File: src/rtl/sdr_cmd_fsm_pkg.sv
// Shared SDR controller definitions: address field layout and the iState/cState encodings
// that the signal-generation stage decodes.
package sdr_cmd_fsm_pkg;

  localparam int unsigned SDR_BA_WIDTH = 2;
  localparam int unsigned SDR_A_WIDTH  = 13;

  // System address layout: {row, bank, column}
  localparam int unsigned CA_LSB = 0;
  localparam int unsigned CA_MSB = 8;
  localparam int unsigned BA_LSB = 9;
  localparam int unsigned BA_MSB = 10;
  localparam int unsigned RA_LSB = 11;
  localparam int unsigned RA_MSB = 23;

  localparam int unsigned SysAddrW = RA_MSB - CA_LSB + 1;

  typedef logic [SysAddrW-1:0] sys_addr_t;

  localparam logic [3:0] i_NOP   = 4'd0;
  localparam logic [3:0] i_PRE   = 4'd1;
  localparam logic [3:0] i_tRP   = 4'd2;
  localparam logic [3:0] i_AR1   = 4'd3;
  localparam logic [3:0] i_tRFC1 = 4'd4;
  localparam logic [3:0] i_AR2   = 4'd5;
  localparam logic [3:0] i_tRFC2 = 4'd6;
  localparam logic [3:0] i_MRS   = 4'd7;
  localparam logic [3:0] i_tMRD  = 4'd8;
  localparam logic [3:0] i_ready = 4'd9;

  localparam logic [3:0] c_idle   = 4'd0;
  localparam logic [3:0] c_ACTIVE = 4'd1;
  localparam logic [3:0] c_tRCD   = 4'd2;
  localparam logic [3:0] c_READA  = 4'd3;
  localparam logic [3:0] c_cl     = 4'd4;
  localparam logic [3:0] c_rdata  = 4'd5;
  localparam logic [3:0] c_WRITEA = 4'd6;
  localparam logic [3:0] c_wdata  = 4'd7;
  localparam logic [3:0] c_AR     = 4'd8;
  localparam logic [3:0] c_tRFC   = 4'd9;

  // Counter preload for a wait state that follows a 1-cycle command, so that the
  // command-to-command spacing equals n_clk (wait state lasts n_clk-1 cycles).
  function automatic int unsigned wait_load(input int unsigned n_clk);
    return n_clk - 2;
  endfunction

endpackage

File: src/rtl/sdr_cmd_fsm_if.sv
// Request/response bus between the AXI4-Lite front end (master) and the command FSM (slave).
interface sdr_cmd_fsm_if;
  import sdr_cmd_fsm_pkg::*;

  logic      sys_req;
  logic      sys_rw;
  sys_addr_t sys_A_in;
  logic      sys_ack;
  sys_addr_t sys_A;
  logic      sys_wr_ready;
  logic      sys_rd_valid;

  modport master (
    output sys_req,
    output sys_rw,
    output sys_A_in,
    input  sys_ack,
    input  sys_A,
    input  sys_wr_ready,
    input  sys_rd_valid
  );

  modport slave (
    input  sys_req,
    input  sys_rw,
    input  sys_A_in,
    output sys_ack,
    output sys_A,
    output sys_wr_ready,
    output sys_rd_valid
  );

endinterface

File: src/rtl/sdr_ref_timer.sv
// Auto-refresh interval timer: raises a pending refresh every REF_INTERVAL cycles and flags
// a sticky overrun when a tick arrives before the previous refresh was taken.
module sdr_ref_timer #(
  parameter int unsigned REF_INTERVAL = 780
) (
  input  logic clk,
  input  logic reset,
  input  logic en_i,
  input  logic clr_i,
  output logic ref_req_o,
  output logic ref_overrun_o
);

  localparam int unsigned CntW = (REF_INTERVAL > 1) ? $clog2(REF_INTERVAL) : 1;

  logic [CntW-1:0] cnt_q, cnt_d;
  logic            pend_q, pend_d;
  logic            ovr_q, ovr_d;
  logic            tick;

  always_comb begin
    tick   = en_i && (cnt_q == CntW'(REF_INTERVAL - 1));
    cnt_d  = cnt_q;
    if (en_i) begin
      cnt_d = tick ? '0 : cnt_q + 1'b1;
    end
    ovr_d  = ovr_q | (tick & pend_q);
    // A clear consumes the coincident tick as well, since the requester sees pend_q | tick.
    pend_d = clr_i ? 1'b0 : (pend_q | tick);
  end

  assign ref_req_o     = pend_q | tick;
  assign ref_overrun_o = ovr_q;

  always_ff @(posedge clk) begin
    if (reset) begin
      cnt_q  <= '0;
      pend_q <= 1'b0;
      ovr_q  <= 1'b0;
    end else begin
      cnt_q  <= cnt_d;
      pend_q <= pend_d;
      ovr_q  <= ovr_d;
    end
  end

endmodule

File: src/rtl/sdr_cmd_fsm.sv
// SDRAM controller sequencing stage: power-up init sequence, per-access command FSM with
// post-access guard, request latching and refresh scheduling.
module sdr_cmd_fsm
  import sdr_cmd_fsm_pkg::*;
#(
  parameter int unsigned NUM_CLK_WAIT  = 20000,
  parameter int unsigned NUM_CLK_tRP   = 2,
  parameter int unsigned NUM_CLK_tRFC  = 7,
  parameter int unsigned NUM_CLK_tMRD  = 2,
  parameter int unsigned NUM_CLK_tRCD  = 2,
  parameter int unsigned NUM_CLK_CL    = 2,
  parameter int unsigned NUM_CLK_tWR   = 2,
  parameter int unsigned NUM_CLK_BURST = 4,
  parameter int unsigned REF_INTERVAL  = 780
) (
  input  logic           clk,
  input  logic           reset,
  sdr_cmd_fsm_if.slave   sys,
  output logic           sys_init_done,
  output logic           ref_overrun,
  output logic [3:0]     iState,
  output logic [3:0]     cState
);

  localparam int unsigned IcW = ($clog2(NUM_CLK_WAIT) > 8) ? $clog2(NUM_CLK_WAIT) : 8;

  localparam logic [IcW-1:0] WaitLoad  = IcW'(NUM_CLK_WAIT - 1);
  localparam logic [IcW-1:0] TrpLoadI  = IcW'(wait_load(NUM_CLK_tRP));
  localparam logic [IcW-1:0] TrfcLoadI = IcW'(wait_load(NUM_CLK_tRFC));
  localparam logic [IcW-1:0] TmrdLoadI = IcW'(wait_load(NUM_CLK_tMRD));

  localparam logic [7:0] TrcdLoad  = 8'(wait_load(NUM_CLK_tRCD));
  localparam logic [7:0] ClLoad    = 8'(wait_load(NUM_CLK_CL));
  localparam logic [7:0] RdataLoad = 8'(NUM_CLK_BURST - 1);
  localparam logic [7:0] WdataLoad = 8'(wait_load(NUM_CLK_BURST));
  localparam logic [7:0] TrfcLoad  = 8'(wait_load(NUM_CLK_tRFC));
  // Guard = number of idle cycles before the next decision; the decision cycle is the last one.
  localparam logic [7:0] RdGuard   = 8'(NUM_CLK_tRP - 1);
  localparam logic [7:0] WrGuard   = 8'(NUM_CLK_tWR + NUM_CLK_tRP - 1);

  logic [3:0]     istate_q, istate_d;
  logic [IcW-1:0] icnt_q, icnt_d;
  logic [3:0]     cstate_q, cstate_d;
  logic [7:0]     ccnt_q, ccnt_d;
  logic [7:0]     guard_q, guard_d;
  logic           rw_q, rw_d;
  sys_addr_t      addr_q, addr_d;
  logic           ack_q, ack_d;
  logic           wr_q, rd_q, done_q;
  logic           ref_req, ref_clr;

  sdr_ref_timer #(
    .REF_INTERVAL (REF_INTERVAL)
  ) u_ref_timer (
    .clk           (clk),
    .reset         (reset),
    .en_i          (istate_q == i_ready),
    .clr_i         (ref_clr),
    .ref_req_o     (ref_req),
    .ref_overrun_o (ref_overrun)
  );

  always_comb begin
    istate_d = istate_q;
    icnt_d   = icnt_q;
    case (istate_q)
      i_NOP: begin
        if (icnt_q == '0) istate_d = i_PRE;
        else              icnt_d   = icnt_q - 1'b1;
      end
      i_PRE: begin
        istate_d = i_tRP;
        icnt_d   = TrpLoadI;
      end
      i_tRP: begin
        if (icnt_q == '0) istate_d = i_AR1;
        else              icnt_d   = icnt_q - 1'b1;
      end
      i_AR1: begin
        istate_d = i_tRFC1;
        icnt_d   = TrfcLoadI;
      end
      i_tRFC1: begin
        if (icnt_q == '0) istate_d = i_AR2;
        else              icnt_d   = icnt_q - 1'b1;
      end
      i_AR2: begin
        istate_d = i_tRFC2;
        icnt_d   = TrfcLoadI;
      end
      i_tRFC2: begin
        if (icnt_q == '0) istate_d = i_MRS;
        else              icnt_d   = icnt_q - 1'b1;
      end
      i_MRS: begin
        istate_d = i_tMRD;
        icnt_d   = TmrdLoadI;
      end
      i_tMRD: begin
        if (icnt_q == '0) istate_d = i_ready;
        else              icnt_d   = icnt_q - 1'b1;
      end
      i_ready: istate_d = i_ready;
      default: begin
        istate_d = i_NOP;
        icnt_d   = WaitLoad;
      end
    endcase
  end

  always_comb begin
    cstate_d = cstate_q;
    ccnt_d   = ccnt_q;
    guard_d  = guard_q;
    rw_d     = rw_q;
    addr_d   = addr_q;
    ack_d    = 1'b0;
    ref_clr  = 1'b0;
    if (istate_q == i_ready) begin
      case (cstate_q)
        c_idle: begin
          if (guard_q != '0) begin
            guard_d = guard_q - 1'b1;
          end else if (ref_req) begin
            cstate_d = c_AR;
            ref_clr  = 1'b1;
          end else if (sys.sys_req) begin
            cstate_d = c_ACTIVE;
            addr_d   = sys.sys_A_in;
            rw_d     = sys.sys_rw;
            ack_d    = 1'b1;
          end
        end
        c_ACTIVE: begin
          cstate_d = c_tRCD;
          ccnt_d   = TrcdLoad;
        end
        c_tRCD: begin
          if (ccnt_q == '0) cstate_d = rw_q ? c_READA : c_WRITEA;
          else              ccnt_d   = ccnt_q - 1'b1;
        end
        c_READA: begin
          cstate_d = c_cl;
          ccnt_d   = ClLoad;
        end
        c_cl: begin
          if (ccnt_q == '0) begin
            cstate_d = c_rdata;
            ccnt_d   = RdataLoad;
          end else begin
            ccnt_d = ccnt_q - 1'b1;
          end
        end
        c_rdata: begin
          if (ccnt_q == '0) begin
            cstate_d = c_idle;
            guard_d  = RdGuard;
          end else begin
            ccnt_d = ccnt_q - 1'b1;
          end
        end
        c_WRITEA: begin
          cstate_d = c_wdata;
          ccnt_d   = WdataLoad;
        end
        c_wdata: begin
          if (ccnt_q == '0) begin
            cstate_d = c_idle;
            guard_d  = WrGuard;
          end else begin
            ccnt_d = ccnt_q - 1'b1;
          end
        end
        c_AR: begin
          cstate_d = c_tRFC;
          ccnt_d   = TrfcLoad;
        end
        c_tRFC: begin
          if (ccnt_q == '0) begin
            cstate_d = c_idle;
            guard_d  = '0;
          end else begin
            ccnt_d = ccnt_q - 1'b1;
          end
        end
        default: begin
          cstate_d = c_idle;
          guard_d  = '0;
        end
      endcase
    end
  end

  always_ff @(posedge clk) begin
    if (reset) begin
      istate_q <= i_NOP;
      icnt_q   <= WaitLoad;
      cstate_q <= c_idle;
      ccnt_q   <= '0;
      guard_q  <= '0;
      rw_q     <= 1'b0;
      addr_q   <= '0;
      ack_q    <= 1'b0;
      wr_q     <= 1'b0;
      rd_q     <= 1'b0;
      done_q   <= 1'b0;
    end else begin
      istate_q <= istate_d;
      icnt_q   <= icnt_d;
      cstate_q <= cstate_d;
      ccnt_q   <= ccnt_d;
      guard_q  <= guard_d;
      rw_q     <= rw_d;
      addr_q   <= addr_d;
      ack_q    <= ack_d;
      wr_q     <= (cstate_d == c_WRITEA) || (cstate_d == c_wdata);
      rd_q     <= (cstate_d == c_rdata);
      done_q   <= (istate_d == i_ready);
    end
  end

  assign sys.sys_ack      = ack_q;
  assign sys.sys_A        = addr_q;
  assign sys.sys_wr_ready = wr_q;
  assign sys.sys_rd_valid = rd_q;
  assign sys_init_done    = done_q;
  assign iState           = istate_q;
  assign cState           = cstate_q;

endmodule

File: src/flat_wrapper.sv
// flat-port wrapper written by rule: the top's interface ports become plain ports
module sdr_cmd_fsm_flat import sdr_cmd_fsm_pkg::*;
#(
  parameter int unsigned NUM_CLK_WAIT  = 20000,
  parameter int unsigned NUM_CLK_tRP   = 2,
  parameter int unsigned NUM_CLK_tRFC  = 7,
  parameter int unsigned NUM_CLK_tMRD  = 2,
  parameter int unsigned NUM_CLK_tRCD  = 2,
  parameter int unsigned NUM_CLK_CL    = 2,
  parameter int unsigned NUM_CLK_tWR   = 2,
  parameter int unsigned NUM_CLK_BURST = 4,
  parameter int unsigned REF_INTERVAL  = 780
)
  (clk, reset, sys_init_done, ref_overrun, iState, cState, sys_sys_req, sys_sys_rw, sys_sys_A_in, sys_sys_ack, sys_sys_A, sys_sys_wr_ready, sys_sys_rd_valid);
  sdr_cmd_fsm_if sys_i ();
  input  logic clk;
  input  logic reset;
  output logic sys_init_done;
  output logic ref_overrun;
  output logic [3:0] iState;
  output logic [3:0] cState;
  input wire logic [$bits(sys_i.sys_req)-1:0] sys_sys_req;
  input wire logic [$bits(sys_i.sys_rw)-1:0] sys_sys_rw;
  input wire logic [$bits(sys_i.sys_A_in)-1:0] sys_sys_A_in;
  output wire logic [$bits(sys_i.sys_ack)-1:0] sys_sys_ack;
  output wire logic [$bits(sys_i.sys_A)-1:0] sys_sys_A;
  output wire logic [$bits(sys_i.sys_wr_ready)-1:0] sys_sys_wr_ready;
  output wire logic [$bits(sys_i.sys_rd_valid)-1:0] sys_sys_rd_valid;
  assign sys_i.sys_req = sys_sys_req;
  assign sys_i.sys_rw = sys_sys_rw;
  assign sys_i.sys_A_in = sys_sys_A_in;
  assign sys_sys_ack = sys_i.sys_ack;
  assign sys_sys_A = sys_i.sys_A;
  assign sys_sys_wr_ready = sys_i.sys_wr_ready;
  assign sys_sys_rd_valid = sys_i.sys_rd_valid;
  sdr_cmd_fsm #(.NUM_CLK_WAIT(NUM_CLK_WAIT), .NUM_CLK_tRP(NUM_CLK_tRP), .NUM_CLK_tRFC(NUM_CLK_tRFC), .NUM_CLK_tMRD(NUM_CLK_tMRD), .NUM_CLK_tRCD(NUM_CLK_tRCD), .NUM_CLK_CL(NUM_CLK_CL), .NUM_CLK_tWR(NUM_CLK_tWR), .NUM_CLK_BURST(NUM_CLK_BURST), .REF_INTERVAL(REF_INTERVAL)) u_core (.clk(clk), .reset(reset), .sys(sys_i), .sys_init_done(sys_init_done), .ref_overrun(ref_overrun), .iState(iState), .cState(cState));
endmodule
File: config.mk
export PLATFORM = sky130hd
export DESIGN_NAME = sdr_cmd_fsm_flat
export DESIGN_NICKNAME = d
export VERILOG_FILES = /design/src/rtl/sdr_cmd_fsm_pkg.sv /design/src/rtl/sdr_cmd_fsm_if.sv /design/src/rtl/sdr_ref_timer.sv /design/src/rtl/sdr_cmd_fsm.sv /design/src/flat_wrapper.sv
export SDC_FILE = /design/constraint.sdc
export NUM_CORES = 1
export LEC_CHECK = 0
export CAP_MARGIN = 15
export CORE_MARGIN = 1.5
export CORE_UTILIZATION = 43
export CTS_BUF_LIST = sky130_fd_sc_hd__clkbuf_16
export CTS_CLUSTER_DIAMETER = 200
export DETAILED_ROUTE_END_ITERATION = 6
export MAX_ROUTING_LAYER = met4
export PLACE_DENSITY_LB_ADDON = 0.3
export SLEW_MARGIN = 20
export SYNTH_ARGS = -nofsm -noshare
export SYNTH_HDL_FRONTEND = slang
export SYNTH_HIERARCHICAL = 1
export SYNTH_SLANG_ARGS = --single-unit
File: constraint.sdc
create_clock -name clk -period 3.2 [get_ports clk]
set_clock_uncertainty 0.1 [all_clocks]
set_input_delay 0.32 -clock clk [delete_from_list [all_inputs] [get_ports clk]]
set_output_delay 0.32 -clock clk [all_outputs]
set_load 0.02 [all_outputs]
* Word-level counts from Yosys, hierarchy flattened
Index checks and enable logic that the tools add are counted.
** Storage, ports and cells
- Bits in registers :: 80
- Input bits :: 28
** Cells by class
- Add/sub/neg operators :: 4
- Equality and inequality tests :: 29
- Muxes and demuxes :: 31
- Bitwise operators :: 8
- Reductions and logical operators :: 21
** Operators with widths (number)
- 8-bit one-hot mux with 5 select lines :: 2
- 15-bit one-hot mux with 4 select lines :: 1
- 4-bit 2-to-1 mux :: 12
- 8-bit 2-to-1 mux :: 6
- 4-bit by 3-bit equality test with 1-bit output, second input constant :: 11
- 4-bit one-hot mux with 10 select lines :: 1
- 4-bit one-hot mux with 8 select lines :: 1
- 4-bit equality test, second input constant :: 5
- 4-bit by 2-bit equality test with 1-bit output, second input constant :: 4
- 8-bit by 1-bit subtractor with 8-bit output, second input constant :: 2
- 15-bit zero test :: 1
- 15-bit 2-to-1 mux :: 1
- 15-bit by 1-bit subtractor with 15-bit output, second input constant :: 1
- 10-bit by 1-bit adder with 10-bit output, second input constant :: 1
- 10-bit equality test, second input constant :: 1
- 10-bit 2-to-1 mux :: 1
- 5-bit OR reduction :: 2
- 4-bit by 1-bit equality test with 1-bit output, second input constant :: 2
- 4-bit zero test :: 2
- 8-bit zero test :: 1
- 2-bit by 1-bit != test with 1-bit output, second input constant :: 4
- 8-bit nonzero test :: 1
- 2-bit OR reduction :: 4
- 6-bit AND reduction :: 1
- other kinds (15) :: 25

* Depth between registers and ports, before layout
Gate-level depths: netlist of run 1.
- Word-level depth :: 9
- Gate-level depth with buffers :: 12

* Modules after synthesis
Netlist of run 1, hierarchy kept.
** Modules (own cells, without submodules)
- sdr_cmd_fsm :: times used 1, cells each 435, area each 3465.8 um2, seq. area each 1361.3 um2
- sdr_ref_timer :: times used 1, cells each 60, area each 571.8 um2, seq. area each 240.2 um2

* Worst setup path before layout of run 1
OpenSTA, ideal clock, no wires.
- Path type :: register to register
- From :: reg u_core.istate_q[3], in the netlist u_core/iState[3]
- To :: reg u_core.addr_q[8], in the netlist u_core/sys.sys_A[8]
- Setup time :: 67 ps
- Data arrival time :: 2195 ps
- Required time :: 3033 ps
- Setup slack :: 838 ps
- Cell stages (with the launch flop) :: 12
- Buffers on the path :: 3
- Path through :: dfxtp_1 buf_4 nor3b_2 nand2_1 inv_1 buf_4 nand4_2 nand2_1 nand4b_2 clkbuf_1 nand2_1 a21oi_2
** Between the ends
- Cells in the longest elaborated chain, start to end :: 5
** Ends and longest elaborated chain
- start, declared :: line sdr_cmd_fsm.sv:41 : logic [3:0] istate_q, istate_d;
- start signal, assigned :: line sdr_cmd_fsm.sv:196 : istate_q <= i_NOP;
- start signal, assigned :: line sdr_cmd_fsm.sv:208 : istate_q <= istate_d;
- 4-bit equality test :: line sdr_cmd_fsm.sv:57 : .en_i (istate_q == i_ready),
- 1-bit logical AND :: line sdr_ref_timer.sv:22 : tick = en_i && (cnt_q == CntW'(REF_INTERVAL - 1));
- 1-bit bitwise OR :: line sdr_ref_timer.sv:32 : assign ref_req_o = pend_q | tick;
- named net u_core.ref_req :: line sdr_cmd_fsm.sv:50 : logic ref_req, ref_clr;
- 1-bit inverter (no line)
- 5-bit AND reduction (no line)
- end signal, assigned :: line sdr_cmd_fsm.sv:214 : addr_q <= addr_d;
- end, declared :: line sdr_cmd_fsm.sv:47 : sys_addr_t addr_q, addr_d;
The timed path passes the listed nets, and every way through them passes these cells.
A chain may end at the register's enable or synchronous reset.

* Worst setup path in the final report of run 1
- From :: reg u_core.istate_q[3], in the netlist u_core/iState[3]
- To :: reg u_core.addr_q[12], in the netlist u_core/sys.sys_A[12]
Same word-level chain as after synthesis.

==> results of run 1 <==
[worst reg2reg max path: cells and delay by family, from the launching register on]
| family | cells | cell delay (ns) |
|---|---|---|
| flip-flops | 1 | 0.50 |
| buffers and inverters | 2 | 0.57 |
| AND/OR/NAND/NOR | 6 | 1.11 |
| AO/OA/AOI/OAI | 1 | 0.16 |
[per-stage QoR]
step / power (mW) / setup slack (ns)
6_report: 2.144 / 0.6840
5_1_grt: 2.230 / 0.4385
3_3_place_gp: 1.136 / 0.8183
4_1_cts: 2.172 / 0.7082
3_5_place_dp: 1.138 / 0.7396
2_1_floorplan: 1.090 / 0.8380
[cells by family after synthesis]
family | Yosys count
AO/OA/AOI/OAI | 134
XOR/XNOR | 16
flip-flops | 80
buffers and inverters | 51
AND/OR/NAND/NOR | 208
adder cells (fa/ha/maj) | 6
[cell type report]
type,instances,area [µm²],share of cell area (%)
Clock inverter,7,77.57,1.535
Clock buffer,9,225.2,4.455
Inverter,19,71.32,1.411
Sequential cell,80,1602,31.68
Multi-Input combinational cell,364,2202,43.56
Tap cell,111,138.9,2.748
Timing Repair Buffer,76,738.2,14.60
[power breakdown]
group | leakage [nW] | switching, mW | total [mW] | internal (mW)
sequential | 0.645 | 0.00420 | 1.00 | 1.00
combinational | 1.06 | 0.0582 | 0.112 | 0.0537
clock | 0.146 | 0.417 | 1.03 | 0.611
total | 1.85 | 0.480 | 2.14 | 1.66
[final timing paths]
| check | from | end | slack (ns) | cells after the start |
|---|---|---|---|---|
| setup / recovery | u_core/iState[3]$_SDFF_PP0_ | u_core/sys.sys_A[12]$_SDFFE_PP0P_ | 0.68 | 9 |
| setup reg to reg | u_core/iState[3]$_SDFF_PP0_ | u_core/sys.sys_A[12]$_SDFFE_PP0P_ | 0.68 | 9 |
| hold / removal | reset | u_core/icnt_q[2]$_SDFFE_PP1P_ | 0.34 | 3 |
| hold reg to reg | u_core/sys.sys_A[1]$_SDFFE_PP0P_ | u_core/sys.sys_A[1]$_SDFFE_PP0P_ | 0.35 | 2 |
[per-layer routing]
metal	share of wire, %	up-vias
met3	5.1	8
met1	46	1753
li1	-	1881
met4	0.75	0
met5	0	-
met2	49	102
[cell usage after synthesis, drive strengths merged (6+ instances only)]
library cell / instances / area share (%)
dfxtp: 80 / 40
nand3: 11 / 1.4
buf: 14 / 2.5
a31oi: 6 / 0.93
xor2: 6 / 1.3
nor2: 48 / 4.5
xnor2: 10 / 2.2
o21ai: 24 / 3.0
a21oi: 52 / 6.6
clkbuf: 18 / 1.7
or4: 10 / 2.0
a221o: 7 / 1.7
ha: 6 / 1.9
o31ai: 9 / 1.7
inv: 19 / 1.8
nand2b: 6 / 0.93
a211oi: 6 / 1.1
nand2: 77 / 7.2
nor3: 13 / 1.6
nor4: 7 / 2.2
[flip-flops by register name (all words and copies together), names as in the netlist]
signal and cells:
u_core/cState 4, u_core/ccnt_q 8, u_core/guard_q 8, u_core/iState 4, u_core/icnt_q 15, u_core/rw_q 1
u_core/sys.sys_A 24, u_core/sys.sys_ack 1, u_core/sys.sys_rd_valid 1, u_core/sys.sys_wr_ready 1, u_core/sys_init_done 1, u_core/u_ref_timer/cnt_q 10
u_core/u_ref_timer/pend_q 1, u_core/u_ref_timer/ref_overrun_o 1
==> impl_metrics.csv, run 1 <==
group,metric,value,unit
outcome,status,"complete, no violations",
floorplanning,rows,35,
synth,synth_fa_ha_area_share,1.859,%
final_layout,antenna_cells,0,
drt,wirelength,9.580,mm
floorplanning,start_util,44.11,%
worst_setup_path,critPathKind,"reg -> reg",
synth,synth-seq-area-share,39.67,%
floorplanning,die_y,99.90,µm
clock_network,cts_buffers,9,
worst_setup_path,crit_path_end_kind,"flop",
global_routing,grt_pass1_vias,3231,
worst_setup_path,worst_path_largest_cell_delay,0.50,ns
floorplanning,core-area,9153,µm²
worst_setup_path,crit_fanout,26,
worst_setup_path,critical_path_required,3.35,ns
sta,max_slew.worst_pin.slew,0.7920,ns
place,placed_cells,650,
sta,setup_viol,0,
global_routing,grt-busiest-layer,"met2",
drt,drcViolationCount,0,
synth,synth-compound-area-share,21.66,%
sta,fmax,397.5,MHz
synth,synth_ff_type,"dfxtp_1",
sta,finalCriticalPeriod,2.516,ns
synth,synth_area,4038,µm²
clock_network,cts_tree,"done",
global_routing,grt_usage,19.50,%
final_layout,fin_nets,584,
synth,ys_types,63,
drt,vias,3744,
clock_network,root_buffer,"clkbuf_16",
global_routing,gr-usage-met1,26.30,%
drt,postRouteAntennaNets,0,
sta,rsz0062_at_grt,"no",
floorplanning,die_area,9980,µm²
final_layout,nFillCells,842,
synth,synthCells,495,
global_routing,grt_pass1_wl,15.44,mm
sta,final-max-slew-violation-count,0,
sta,hold_ws,0.3437,ns
clock_network,clk_pin_slew_worst_paths,0.06,ns
clock_network,hold_buffers,0,
sta,min_period_over_period,78.62,%
worst_setup_path,critPathBufInv,2,
final_layout,synthToLayoutAreaGrowth,25.19,%
synth,synthXorXnorAreaFrac,3.471,%
synth,synth_seq_cells,80,
floorplanning,die_w,99.90,µm
sta,fin_tns_setup,0,ns
sta,maxSlewHeadroom,46.64,%
synth,yosys_warnings,6,
final_layout,layout_common_cells,"dfxtp_1, nand2_1, clkdlybuf4s50_1",
global_routing,grt_max_degree,49,
global_routing,antenna_found_initial,0,
clock_network,cts_buffer_depth,2,
place,place_area,4752,µm²
power_and_ir_drop,power_density,424.2,nW/µm²
power_and_ir_drop,irDropWorstVdd,0.0002896,V
drt,wl_per_cell,14.38,µm
synth,synth-edff-count,0,
final_layout,fin_util,55.23,%
synth,synthArstFlopShare,0,%
place,gp_congestion,0.9691,
synth,syn_area_per_cell,8.157,µm²
synth,yosys.area_share.simple,27.39,%
global_routing,use_met3,3.969,%
synth,syn_nets,529,
clock_network,clkSinkCount,80,
synth,synth_top_family_by_area,"simple AND/OR/NAND/NOR gates",
synth,muxShareOfSynthArea,0,%
run,cap_viol_max_count,0,
final_layout,fin_area,5055,µm²
final_layout,fin_cells,666,
worst_setup_path,path_delay_family,"simple AND/OR/NAND/NOR gates",
worst_setup_path,cp.arrival,2.67,ns
final_layout,drive_above_1_share,9.369,%
place,io_buffers,64,
global_routing,use_met2,29.83,%
drt,drt_iter0_markers,228,
drt,detail_route.first_pass.iterations,5,
clock_network,htree_levels,3,
worst_setup_path,start_kind,"flop",
worst_setup_path,crit_path_frequent_cell,"nand2_1",
worst_setup_path,cpMaxStageDelayCell,"dfxtp_1",
power_and_ir_drop,p_leak,1.848,nW
place,dp_hpwl,6.561,mm
clock_network,postCtsSetupBuffers,0,
sta,hold_viol_final,0,
final_layout,final_common_cell,"dfxtp_1",
floorplanning,io_pins,65,
worst_hold_path,hold_path_class,"in -> reg",
global_routing,grt-ovfl-total,0,
clock_network,clk_latency,0.33,ns
drt,via_per_inst,5.622,
worst_setup_path,timing.critical_path.cells,"nor3b_2 -> nand2_1 -> inv_1 -> nand4_2 -> nand2_1 -> nand4b_2 -> buf_4 -> nand2_1 -> a21oi_1",
clock_network,cts_resized,0,
Power figures use the tool's default switching activity.
==> run 2, diff against run 1 <==
clock period = 2.3 ns   (was 3.2 ns; I/O delays follow)
==> run 2 against run 1 <==
  * Non-clock buffer count increased by 20
  * Worst hold slack got worse by 0.13 ns
  * Wire length increased by 6.0%
  * Register-to-register slack got worse by 0.64 ns
  * Die area unchanged
  * Global-route usage increased by 1.6 points
  * Critical path type unchanged
  * Highest routed layer unchanged
  * Critical path depth decreased by 3
  * Via count increased by 2.7%
  * Clock power increased by 36%
  * Combinational power increased by 54%
==> impl_metrics.csv, run 2 (synthesized netlist as in run 1, its figures left out) <==
group,metric,value,unit
run,cap_viol_max_count,0,
outcome,status,"complete, no violations",
global_routing,grt_pass1_wl,16.53,mm
global_routing,antenna_found_initial,0,
clock_network,clkSinkCount,80,
drt,vias,3846,
final_layout,fin_cells,685,
floorplanning,die_w,99.90,µm
power_and_ir_drop,irDropWorstVdd,0.0004537,V
floorplanning,core-area,9153,µm²
power_and_ir_drop,total_power,2.966,mW
power_and_ir_drop,power_density,566.9,nW/µm²
clock_network,hold_buffers,0,
place,dp_hpwl,6.917,mm
sta,layout_setup_ws,0.04238,ns
clock_network,root_buffer,"clkbuf_16",
drt,wirelength,10.16,mm
final_layout,drive_above_1_share,12.89,%
sta,fin_tns_setup,0,ns
global_routing,grt_usage,21.12,%
sta,finalCriticalPeriod,2.258,ns
drt,postRouteAntennaNets,0,
worst_setup_path,crit_path_end_kind,"flop",
worst_setup_path,cp.arrival,2.42,ns
drt,wl_per_cell,14.83,µm
final_layout,fin_nets,604,
worst_hold_path,hold_path_class,"in -> reg",
place,placed_cells,666,
place,place_ws,0.01890,ns
worst_setup_path,crit_fanout,12,
place,gp_congestion,0.8911,
clock_network,cts_tree,"done",
place,io_buffers,64,
clock_network,cts_buffers,9,
drt,detail_route.first_pass.iterations,4,
clock_network,clk_pin_slew_worst_paths,0.06,ns
final_layout,final_common_cell,"dfxtp_1",
global_routing,grt_pass1_vias,3556,
floorplanning,die_area,9980,µm²
worst_setup_path,critPathKind,"reg -> reg",
global_routing,grt-ovfl-total,0,
worst_setup_path,cpMaxStageDelayCell,"or4_4",
final_layout,layout_common_cells,"dfxtp_1, nand2_1, clkdlybuf4s50_1",
sta,setup_viol,0,
final_layout,synthToLayoutAreaGrowth,29.56,%
final_layout,antenna_cells,0,
sta,rsz0062_at_grt,"yes",
clock_network,cts_buffer_depth,2,
drt,drcViolationCount,0,
worst_setup_path,critical_path_required,2.47,ns
sta,max_slew.worst_pin.slew,0.5533,ns
floorplanning,die_y,99.90,µm
sta,maxSlewHeadroom,62.86,%
drt,via_per_inst,5.615,
sta,fmax,442.9,MHz
floorplanning,rows,35,
worst_setup_path,timing.critical_path.cells,"or4_4 -> nor4_4 -> and4b_2 -> clkbuf_16 -> nand2_1 -> a21oi_1",
floorplanning,start_util,44.11,%
worst_setup_path,worst_path_largest_cell_delay,0.58,ns
final_layout,largest_reg_flops,24,
clock_network,htree_levels,3,
global_routing,grt_max_degree,49,
drt,drt_iter0_markers,194,
clock_network,clk_latency,0.34,ns
power_and_ir_drop,p_leak,1.946,nW
sta,final-max-slew-violation-count,0,
sta,min_period_over_period,98.16,%
worst_setup_path,start_kind,"flop",
floorplanning,io_pins,65,
sta,hold_viol_final,0,
final_layout,nFillCells,813,
==> run 2: worst paths after layout <==
check	end	from	cells after the start	slack, ns
worst max-delay path	u_core/sys.sys_A[20]$_SDFFE_PP0P_	u_core/cState[0]$_SDFF_PP0_	6	0.04
worst min-delay path	u_core/icnt_q[2]$_SDFFE_PP1P_	reset	4	0.21
worst max register to register	u_core/sys.sys_A[20]$_SDFFE_PP0P_	u_core/cState[0]$_SDFF_PP0_	6	0.04
worst min register to register	u_core/sys.sys_A[17]$_SDFFE_PP0P_	u_core/sys.sys_A[17]$_SDFFE_PP0P_	2	0.35
==> run 2: layout make-up <==
| class | instances | area [µm²] | area share [%] |
|---|---|---|---|
| Inverter | 19 | 71.32 | 1.363 |
| Clock inverter | 6 | 60.06 | 1.148 |
| Multi-Input combinational cell | 364 | 2208 | 42.21 |
| Tap cell | 111 | 138.9 | 2.655 |
| Clock buffer | 9 | 225.2 | 4.305 |
| Sequential cell | 80 | 1604 | 30.66 |
| Timing Repair Buffer | 96 | 923.4 | 17.65 |
==> run 2: critical path, delay by kind of cell, from the launching register on <==
| kind | cells | cell delay, ns |
|---|---|---|
| buf+inv | 1 | 0.20 |
| flops | 1 | 0.31 |
| compound gates | 1 | 0.12 |
| simple gates | 4 | 1.45 |
==> run 2: through the flow <==
stage                     hold slack (ns)  area (µm²)  utilization [%]
after global placement             0.3413        4873            53.25
after floorplan                    0.1991        4041                -
after detailed placement           0.3453        4873            53.25
final                              0.2136        5231            57.16
after global routing               0.2361        5231            57.16
after CTS                          0.1978        5159            56.36
==> run 2: per-layer routing <==
metal | GRT usage [%] | up-vias | share of wire [%]
li1 | - | 1917 | -
met1 | 27.02 | 1835 | 46
met2 | 33.28 | 80 | 49
met3 | 5.292 | 14 | 3.9
met4 | 5.850 | 0 | 1.1
met5 | - | - | 0
==> run 2: power breakdown <==
group | total [mW] | switching (mW) | internal, mW | leakage (nW)
sequential | 1.40 | 0.00561 | 1.39 | 0.646
clock | 1.40 | 0.566 | 0.830 | 0.141
combinational | 0.172 | 0.0855 | 0.0862 | 1.16
==> run 2: repair_timing <==
action                                  in CTS  in global routing
endpoints found under the setup margin       0                 34
gates resized for setup                      0                  4
buffers inserted                             0                  2
==> edit: new RTL, settings of run 1 <==
Make the reset (`reset`) asynchronous in 2 clocked blocks.
--- a/src/rtl/sdr_ref_timer.sv
+++ b/src/rtl/sdr_ref_timer.sv
@@ -34,3 +34,3 @@
 
-  always_ff @(posedge clk) begin
+  always_ff @(posedge clk or posedge reset) begin
     if (reset) begin
--- a/src/rtl/sdr_cmd_fsm.sv
+++ b/src/rtl/sdr_cmd_fsm.sv
@@ -193,3 +193,3 @@
 
-  always_ff @(posedge clk) begin
+  always_ff @(posedge clk or posedge reset) begin
     if (reset) begin
Function: no difference found for any inputs over 10 cycles, from zero or initial values and one cycle with reset high; that may be too few to reach the edited logic, so the function may still have changed.
==> edit against run 1 <==
- worst setup slack lost 0.25 ns
- sequential cell count is the same
- fmax shrank 9.2%
- final area grew 6.6%
- routed wire length shrank 0.90%
- synthesized cell count shrank 16%
- synthesized area grew 5.4%
- sequential share of layout area grew 5.7 points
- non-clock buffer count shrank 1
- highest routed layer unchanged
Power is not compared: it rests on default switching activity, and its combinational part moved more than twofold at a synthesized area within 25%.
==> edit: results <==
# TYPE chip_impl_metric gauge
chip_impl_info{name="outcome",value="completed"} 1
chip_impl_info{name="timing.hold.worst.class",value="input port to asynchronous set/reset pin"} 1
chip_impl_metric{name="worst-r2r-setup-slack",unit="ns"} 0.43
chip_impl_metric{name="post_layout_nonfiller_instances",unit=""} 622
chip_impl_metric{name="track_usage",unit="%"} 19.6
chip_impl_metric{name="gp_congestion",unit=""} 0.887
chip_impl_metric{name="crit_path_max_fanout",unit=""} 11
chip_impl_metric{name="tightest_slew",unit="ns"} 0.844
chip_impl_info{name="postSynth.topFlopCell",value="dfrtp_1"} 1
chip_impl_metric{name="via_per_inst",unit=""} 5.70
chip_impl_info{name="critical-path-slowest-cell",value="or4_1"} 1
chip_impl_info{name="synth.top_cells.by_count",value="dfrtp_1, a21oi_1, nor2_1"} 1
chip_impl_metric{name="post_route_cells_drive_above_1_share",unit="%"} 12.3
chip_impl_metric{name="dp_hpwl",unit="mm"} 6.47
chip_impl_info{name="post_synth_main_area_contributors",value="dfrtp_1, dfstp_2, mux2_1, a21oi_1, nor2_1"} 1
chip_impl_metric{name="detail_route.first_pass.iterations",unit=""} 4
chip_impl_metric{name="ir_worst_vdd",unit="uV"} 329
chip_impl_metric{name="synth_sequential_area_ratio",unit="%"} 47.3
chip_impl_metric{name="worst-endpoint-arrival",unit="ns"} 2.93
chip_impl_metric{name="grt_first_pass_wirelength",unit="mm"} 15.7
chip_impl_metric{name="synthesis.nets",unit=""} 450
chip_impl_metric{name="critPathMaxStageDelay",unit="ns"} 0.59
chip_impl_metric{name="synth.distinct_cells",unit=""} 70
chip_impl_metric{name="routed_wirelength",unit="mm"} 9.49
chip_impl_metric{name="cts.clk_slew.worst_paths",unit="ns"} 0.07
chip_impl_metric{name="largest_net_degree_at_the_start_of_global_routing",unit=""} 69
chip_impl_metric{name="worst_hold_slack",unit="ns"} 0.264
chip_impl_metric{name="vias_in_the_first_global_route",unit=""} 3274
chip_impl_metric{name="syn_area_cell",unit="um2"} 10.2
chip_impl_metric{name="fin_nets",unit=""} 518
chip_impl_metric{name="async_reset_ff_share",unit="%"} 100
chip_impl_metric{name="drt_first_iter_violations",unit=""} 154
==> edit: cell types whose count changed after synthesis, sizes merged, moves of 5 or more <==
| cell | delta |
|---|---|
| dfxtp | -80 |
| dfrtp | +71 |
| nand2 | -58 |
| mux2 | +26 |
| nor2 | -20 |
| a21oi | -17 |
| clkbuf | -12 |
| or3 | +10 |
| dfstp | +9 |
| xnor2 | -7 |
| a221o | -6 |
| a211oi | -5 |
==> edit: worst paths after layout <==
kind,from,to
hold / removal,reset,u_core/u_ref_timer/cnt_q[4]$_DFFE_PP0P_
hold reg to reg,u_core/sys.sys_A[7]$_DFFE_PP0P_,u_core/sys.sys_A[7]$_DFFE_PP0P_
min in group clk,u_core/sys.sys_A[7]$_DFFE_PP0P_,u_core/sys.sys_A[7]$_DFFE_PP0P_
setup reg to reg,u_core/ccnt_q[0]$_DFFE_PP0P_,u_core/guard_q[4]$_DFFE_PP0P_
setup / recovery,u_core/ccnt_q[0]$_DFFE_PP0P_,u_core/guard_q[4]$_DFFE_PP0P_
max in group asynchronous,reset,u_core/ccnt_q[1]$_DFFE_PP0P_
==> edit: cell type report <==
class	count	area (um2)
clock buffers	9	225
flip-flops and latches	80	2010
well taps	133	166
fillers	834	4290
multi-input cells	297	2080
inverters	21	78.8
repair buffers	75	723
clock inverters	7	106
==> edit: logic make-up after synthesis <==
group,synth area share (%)
AND/OR/NAND/NOR,20.9
AO/OA/AOI/OAI,17.0
multiplexers,6.88
buffers and inverters,3.91
XOR/XNOR,2.26
flip-flops,47.3
adder cells (fa/ha/maj),1.76
==> edit: where the power goes <==
group | switching [uW] | leakage, uW | internal [uW]
registers | 194 | 0.000992 | 1190
logic | 715 | 0.00110 | 634
clock network | 435 | 0.000163 | 700
total | 1340 | 0.00225 | 2520
==> edit: through the flow <==
step	area (um2)	setup WS (ns)	total power, uW	utilization [%]
5_1_grt	5390	0.270	4090	55.7
3_3_place_gp	5060	0.579	2700	52.2
6_report	5390	0.430	3870	55.7
4_1_cts	5390	0.457	3890	55.7
3_5_place_dp	5060	0.475	2730	52.2
2_1_floorplan	4260	0.245	2260	-
==> edit: per-layer routing <==
| layer | part of all wire, % | wire length, um | global-route usage [%] | vias up |
|---|---|---|---|---|
| met5 | 0 | 0 | - | - |
| met4 | 1.3 | 123 | 6.11 | 0 |
| met3 | 3.7 | 348 | 3.80 | 14 |
| met2 | 49 | 4620 | 30.6 | 95 |
| met1 | 46 | 4400 | 26.0 | 1753 |
| li1 | - | - | - | 1684 |
